### config.mk
export PLATFORM = sky130hd
export DESIGN_NAME = cpu_ctrl
export DESIGN_NICKNAME = d
export VERILOG_FILES = /design/src/rtl/cpu_ctrl.sv
export SDC_FILE = /design/constraint.sdc
export NUM_CORES = 1
export LEC_CHECK = 0
export CORE_MARGIN = 2
export CORE_UTILIZATION = 44
export CTS_CLUSTER_SIZE = 12
export DETAILED_ROUTE_END_ITERATION = 6
export GPL_TIMING_DRIVEN = 0
export PLACE_DENSITY = 0.79
export SLEW_MARGIN = 40
export SYNTH_ARGS = -nofsm -noshare
export SYNTH_HDL_FRONTEND = slang
export SYNTH_SLANG_ARGS = --single-unit
### constraint.sdc
create_clock -name clk -period 2.2 [get_ports clk]
set_input_delay 0.33 -clock clk [delete_from_list [all_inputs] [get_ports clk]]
set_output_delay 0.33 -clock clk [all_outputs]
set_load 0.03 [all_outputs]
### src/rtl/cpu_ctrl.sv
// Multi-cycle instruction sequencer: fetches 8-bit instructions, decodes them and
// drives ALU select lines, register-file selects/strobes and PC strobes.
module cpu_ctrl (
  input  logic       clk,
  input  logic       rst,
  input  logic       start,
  input  logic [7:0] mem_data,
  input  logic       cf,
  input  logic       zf,
  output logic       mem_rd,
  output logic       pc_inc,
  output logic       pc_load,
  output logic       alu_m,
  output logic [3:0] alu_s,
  output logic [1:0] rd_sel,
  output logic [1:0] rs_sel,
  output logic       b_sel,
  output logic [7:0] imm,
  output logic       reg_we,
  output logic       out_we,
  output logic       cflag,
  output logic       zflag,
  output logic       halted
);

  typedef enum logic [2:0] {
    IDLE, FETCH, DECODE, FETCH2, EXEC, HALT
  } state_t;

  localparam logic [3:0] OP_NOP  = 4'b0000;
  localparam logic [3:0] OP_MOV  = 4'b0001;
  localparam logic [3:0] OP_ADD  = 4'b0010;
  localparam logic [3:0] OP_SUB  = 4'b0011;
  localparam logic [3:0] OP_AND  = 4'b0100;
  localparam logic [3:0] OP_NOT  = 4'b0101;
  localparam logic [3:0] OP_LDI  = 4'b0110;
  localparam logic [3:0] OP_OUT  = 4'b0111;
  localparam logic [3:0] OP_JMP  = 4'b1000;
  localparam logic [3:0] OP_JC   = 4'b1001;
  localparam logic [3:0] OP_JZ   = 4'b1010;
  localparam logic [3:0] OP_HALT = 4'b1111;

  state_t     state_reg;
  logic [7:0] ir_reg;
  logic [7:0] imm_reg;
  logic       cflag_reg;
  logic       zflag_reg;

  logic [3:0] op;
  logic       is_jump;
  logic       two_byte;
  logic       jump_taken;

  assign op         = ir_reg[7:4];
  assign is_jump    = (op == OP_JMP) || (op == OP_JC) || (op == OP_JZ);
  assign two_byte   = is_jump || (op == OP_LDI);
  // Conditional jumps see the flags as latched before FETCH2, so a flag-setting
  // EXEC immediately ahead of the jump is already visible here.
  assign jump_taken = (op == OP_JMP) || ((op == OP_JC) && cflag_reg) ||
                      ((op == OP_JZ) && zflag_reg);

  always_ff @(posedge clk or posedge rst) begin
    if (rst) begin
      state_reg <= IDLE;
      ir_reg    <= 8'h00;
      imm_reg   <= 8'h00;
      cflag_reg <= 1'b0;
      zflag_reg <= 1'b0;
    end else begin
      case (state_reg)
        IDLE: begin
          if (start) state_reg <= FETCH;
        end
        FETCH: begin
          ir_reg    <= mem_data;
          state_reg <= DECODE;
        end
        DECODE: begin
          if (op == OP_HALT)  state_reg <= HALT;
          else if (two_byte)  state_reg <= FETCH2;
          else                state_reg <= EXEC;
        end
        FETCH2: begin
          if (op == OP_LDI) begin
            imm_reg   <= mem_data;
            state_reg <= EXEC;
          end else begin
            state_reg <= FETCH;
          end
        end
        EXEC: begin
          if ((op == OP_ADD) || (op == OP_SUB)) begin
            cflag_reg <= cf;
            zflag_reg <= zf;
          end
          state_reg <= FETCH;
        end
        HALT: state_reg <= HALT;
        default: state_reg <= IDLE;
      endcase
    end
  end

  always_comb begin
    mem_rd  = 1'b0;
    pc_inc  = 1'b0;
    pc_load = 1'b0;
    alu_m   = 1'b0;
    alu_s   = 4'b0000;
    b_sel   = 1'b0;
    reg_we  = 1'b0;
    out_we  = 1'b0;
    case (state_reg)
      FETCH: begin
        mem_rd = 1'b1;
        pc_inc = 1'b1;
      end
      FETCH2: begin
        mem_rd = 1'b1;
        if (is_jump && jump_taken) pc_load = 1'b1;
        else                       pc_inc  = 1'b1;
      end
      EXEC: begin
        case (op)
          OP_MOV: begin alu_m = 1'b1; alu_s = 4'b1010; reg_we = 1'b1; end
          OP_ADD: begin alu_m = 1'b1; alu_s = 4'b1001; reg_we = 1'b1; end
          OP_SUB: begin alu_m = 1'b1; alu_s = 4'b0110; reg_we = 1'b1; end
          OP_AND: begin alu_m = 1'b1; alu_s = 4'b1011; reg_we = 1'b1; end
          OP_NOT: begin alu_m = 1'b1; alu_s = 4'b0101; reg_we = 1'b1; end
          OP_LDI: begin
            alu_m  = 1'b1;
            alu_s  = 4'b1010;
            b_sel  = 1'b1;
            reg_we = 1'b1;
          end
          OP_OUT: begin alu_m = 1'b0; alu_s = 4'b1100; out_we = 1'b1; end
          OP_NOP: ;
          default: ;
        endcase
      end
      default: ;
    endcase
  end

  assign rd_sel = ir_reg[1:0];
  assign rs_sel = ir_reg[3:2];
  assign imm    = imm_reg;
  assign cflag  = cflag_reg;
  assign zflag  = zflag_reg;
  assign halted = (state_reg == HALT);

endmodule

* Word-level counts from Yosys, hierarchy flattened
Cells that the tools add are included.
** Word-level totals
- Register bits after elaboration :: 21
- Bits of input ports :: 13
- Output and inout bits :: 26
- Logic and storage cells :: 55
** Operators by class
- Equal/unequal tests :: 17
- Multiplexer cells :: 18
- Reductions and logical operators :: 15
** Operator list (count)
- one-hot mux 4 bit (6 select lines) :: 1
- one-hot mux 3 bit (6 select lines) :: 1
- equality test 4 x 3 -> 1 bit (second input constant) :: 4
- equality test 4 bit (second input constant) :: 4
- 2-to-1 mux 3 bit :: 4
- 2-to-1 mux 1 bit :: 10
- equality test 4 x 2 -> 1 bit (second input constant) :: 2
- equality test 3 x 2 -> 1 bit (second input constant) :: 2
- equality test 3 bit (second input constant) :: 2
- logical OR 1 bit :: 6
- OR reduction 6 bit :: 1
- equality test 4 x 1 -> 1 bit (second input constant) :: 1
- 2-to-1 mux 4 bit :: 1
- AND reduction 2 bit :: 2
- OR reduction 2 bit :: 2
- equality test 3 x 1 -> 1 bit (second input constant) :: 1
- logical AND 1 bit :: 3
- logical NOT 3 bit :: 1
- != test 2 bit (second input constant) :: 1
- one-hot mux 1 bit (2 select lines) :: 1

* Depth between registers and ports, before layout
- Depth after elaboration :: 7
- Depth in mapped cells :: 5
- Mapped depth without buffers :: 5

* Least setup slack after synthesis
OpenSTA, ideal clock, no wires.
- Kind :: register to output
- From :: register state_reg[1]
- To :: output reg_we
- Arrival time :: 2208 ps
- Data required time :: 1870 ps
- Path slack :: -338 ps
- Stages on the path, launching flop included :: 6
- Path buffers :: 2
- Cell sequence :: dfrtp_1 -> buf_6 -> or3b_1 -> or2_4 -> a211oi_1 -> buf_4
** Between the ends
- Longest elaborated chain between the ends :: 2
** RTL lines
- from (decl) :: line 43 : state_t state_reg;
- from (signal assigned) :: line 64 : state_reg <= IDLE;
- from (signal assigned) :: line 72 : if (start) state_reg <= FETCH;
- from (signal assigned) :: line 76 : state_reg <= DECODE;
- equality test 3 bit
- 2-to-1 mux 1 bit
- to (decl) :: line 19 : output logic reg_we,
Every way passes these cells.

* Worst setup path after layout
- From :: register state_reg[1]
- To :: output reg_we
** Between the ends
- Longest elaborated chain between the ends :: 2
** RTL lines
- equality test 3 bit :: line 113 : case (state_reg)
- 2-to-1 mux 1 bit :: line 113
Every way passes these cells.

==> qor.csv <==
stage,metric,value,unit
synth,synthTopCellsByArea,"dfrtp_1, mux2_2, nor2_1",
floorplanning,rows,17,
clocking,cts.sinks,21,
floorplanning,die_h,53.60,um
critical_path,cp_data_arrival_time,1.92,ns
synth,synth_mux_area_share,19.31,%
sta,finalWorstSetupSlack,-0.04571,ns
synth,synth_edf_count,0,
detailed_routing,vias,892,
synth,synth_compound_area_share,8.902,%
sta,finalSetupViolations,2,
critical_path,required,1.87,ns
placed_design,hpwl,1754,um
synth,yosysTopAreaCellShare,48.55,%
power,power_leakage,0.0007054,uW
placed_design,dpl-instance-area,0.001503,sq mm
grt,use_met3,3.611,%
synth,synthCells,99,
floorplanning,fp.dieW,53.60,um
clocking,root_buffer,clkbuf_4,
sta,tightest_slew,0.7241,ns
finish,fill_cells,187,
floorplanning,dieArea,0.002872,sq mm
clocking,path_clk_slew,0.12,ns
critical_path,path_buf_inv,3,
finish,nets,156,
detailed_routing,wl_per_cell,14.32,um
critical_path,critPathLaunchType,flop,
sta,min_period,2.246,ns
clocking,ctsHoldBuffers,0,
finish,synthToLayoutAreaGrowth,40.23,%
synth,yosys.area_share.adder,0,%
job,maxCapViolCount,0,
finish,stdcell_area,0.001518,sq mm
synth,seq_area_frac_synth,48.55,%
detailed_routing,drt-pass1-iter-count,4,
finish,multiInputGateArea,493.0,sq um
finish,antenna_cells,0,
grt,grt_pass1_wl,3870,um
floorplanning,coreArea,0.002276,sq mm
synth,synthArstFlopShare,100.0,%
sta,slew_headroom,51.55,%
synth,ys.flop_type,dfrtp_1,
synth,synth_simple_gate_area_share,15.38,%
sta,fmax,445.3,MHz
sta,rsz0062_at_grt,yes,
sta,tns,-0.06494,ns
critical_path,path_max_fanout,8,
grt,grt_usage,18.77,%
synth,synth_top_family_by_area,multiplexers,
run_status,outcome,"finished, violations left",
critical_path,cpMostUsedCell,buf_6,
placed_design,gp_congestion,0.7910,
synth,avgSynthCellArea,10.93,sq um
synth,syn-cell-area,0.001082,sq mm
critical_path,path_delay_family,simple AND/OR/NAND/NOR gates,
grt,antenna_found_initial,0,
detailed_routing,drtIter0Drc,11,
clocking,cts_buffers,3,
detailed_routing,drc_errors,0,
clocking,clockBufferDepth,2,
sta,min_period_over_period,102.1,%
detailed_routing,via_per_inst,5.247,
synth,yosysWarnings,0,
floorplanning,ios,39,
synth,ys_types,32,
synth,ys_ff_latch,21,
detailed_routing,routed_wl,2434,um
power,ir_drop,954.3,uV
clocking,cts_htree_levels,1,
critical_path,end_kind,output pin,
sta,finalHoldViolations,0,
clocking,clock_latency,0.30,ns
placed_design,numPortBuffers,38,
critical_path,max_stage_delay,0.39,ns
sta,slew_viol_final,0,
min_path,hold_class,in2async,
critical_path,path_class,reg2out,
run_status,violations,setup timing,
placed_design,place_ws,-0.2503,ns
finish,drive_gt1_share,33.10,%
sta,fin_worst_skew,0.005368,ns
synth,yosysTopAreaCell,dfrtp_1,
grt,grt_pass1_vias,889,
grt,busiest_layer,met2,
floorplanning,start_util,47.55,%
power,power_density,1493,mW/mm^2
finish,seq_area,525.5,sq um
grt,grt-ovfl-total,0,
clocking,cts_tree,yes,
critical_path,path_cells,"buf_6, or3b_4, or2_4, a211oi_2, buf_4, buf_6",
detailed_routing,antenna_left,0,
synth,syn_nets,112,
grt,use_met1,22.10,%
grt,use_met2,32.72,%
grt,grt_max_degree,22,
synth,synth-xor-area-share,0.8092,%
critical_path,critPathSlowestCell,dfrtp_1,
-- worst register-to-register path, stage by stage (launching register included) --
cell	delay, ns
dfrtp_1	0.48
nand2_1	0.13
or3_1	0.38
nor2_2	0.42
mux2_2	0.40
-- metrics by stage --
stage               power [uW]  hold WS [ns]  instances  utilization, %
finish                    2267        0.3350        170           66.69
detailed placement        2062        0.4958        165           66.03
CTS                       2242        0.4899        168           66.41
global placement          2026        0.4893        165           66.03
floorplan                 1603        0.3065         99               -
global route              2412        0.3746        170           66.69
-- cell type report --
type / instances / area share (%)
Buffer: 7 / 3.545
Clock buffer: 4 / 1.731
Inverter: 5 / 1.237
Multi-Input combinational cell: 65 / 32.48
Sequential cell: 21 / 34.62
Tap cell: 28 / 2.308
Timing Repair Buffer: 40 / 24.07
-- cells by family after synthesis --
| logic type | count (synthesis) |
|---|---|
| flops | 21 |
| mux | 18 |
| xor+xnor | 1 |
| simple gates | 32 |
| buf+inv | 13 |
| compound gates | 14 |
-- worst paths after layout --
path	start	to	slack [ns]	cells after the start
min in group clk	imm[7]	imm[7]	0.52	1
hold reg to reg	imm[7]	imm[7]	0.52	1
max in group asynchronous	rst	ir_reg[7]	1.56	2
setup reg to reg	ir_reg[5]	imm[4]	0.28	4
setup / recovery	state_reg[1]	reg_we	-0.05	6
hold / removal	rst	imm[5]	0.34	2
-- layout by cell type, fill, tap and decap left out, drive strengths merged, types with 3 or more instances in the layout --
| cell | count |
|---|---|
| clkdlybuf4s50 | 27 |
| inv | 5 |
| mux2 | 17 |
| clkbuf | 6 |
| nor2 | 12 |
| a211oi | 3 |
| nand2 | 8 |
| a21oi | 3 |
| buf | 15 |
| dfrtp | 21 |
-- layer usage --
| layer | vias to the layer above | wire [um] |
|---|---|---|
| li1 | 425 | - |
| met5 | - | 0 |
| met2 | 42 | 1210 |
| met4 | 0 | 40 |
| met3 | 4 | 184 |
| met1 | 421 | 998 |
-- report_power, final --
part / internal, uW / leakage, uW / switching (uW)
combinational: 645 / 0.000427 / 711
clock: 70.6 / 0.0000150 / 117
sequential: 568 / 0.000264 / 155
total: 1280 / 0.000705 / 982
-- what timing repair did --
action                                  4_1_cts  5_1_grt
resized for setup                            38       10
endpoints found under the setup margin       10        9
pin swaps                                     0        1
buffers inserted                              0        2
-- synth_stat cells (2+ instances only) --
cell      count
inv_1         5
a21oi_1       3
mux2_2       15
buf_4         5
a211oi_1      3
mux2_4        2
dfrtp_1      21
nand2_1       8
nor2_1       11
nand2b_1      2
o21ai_0       2
nor2b_1       2
Note: power is estimated with default switching activity, not from simulation.
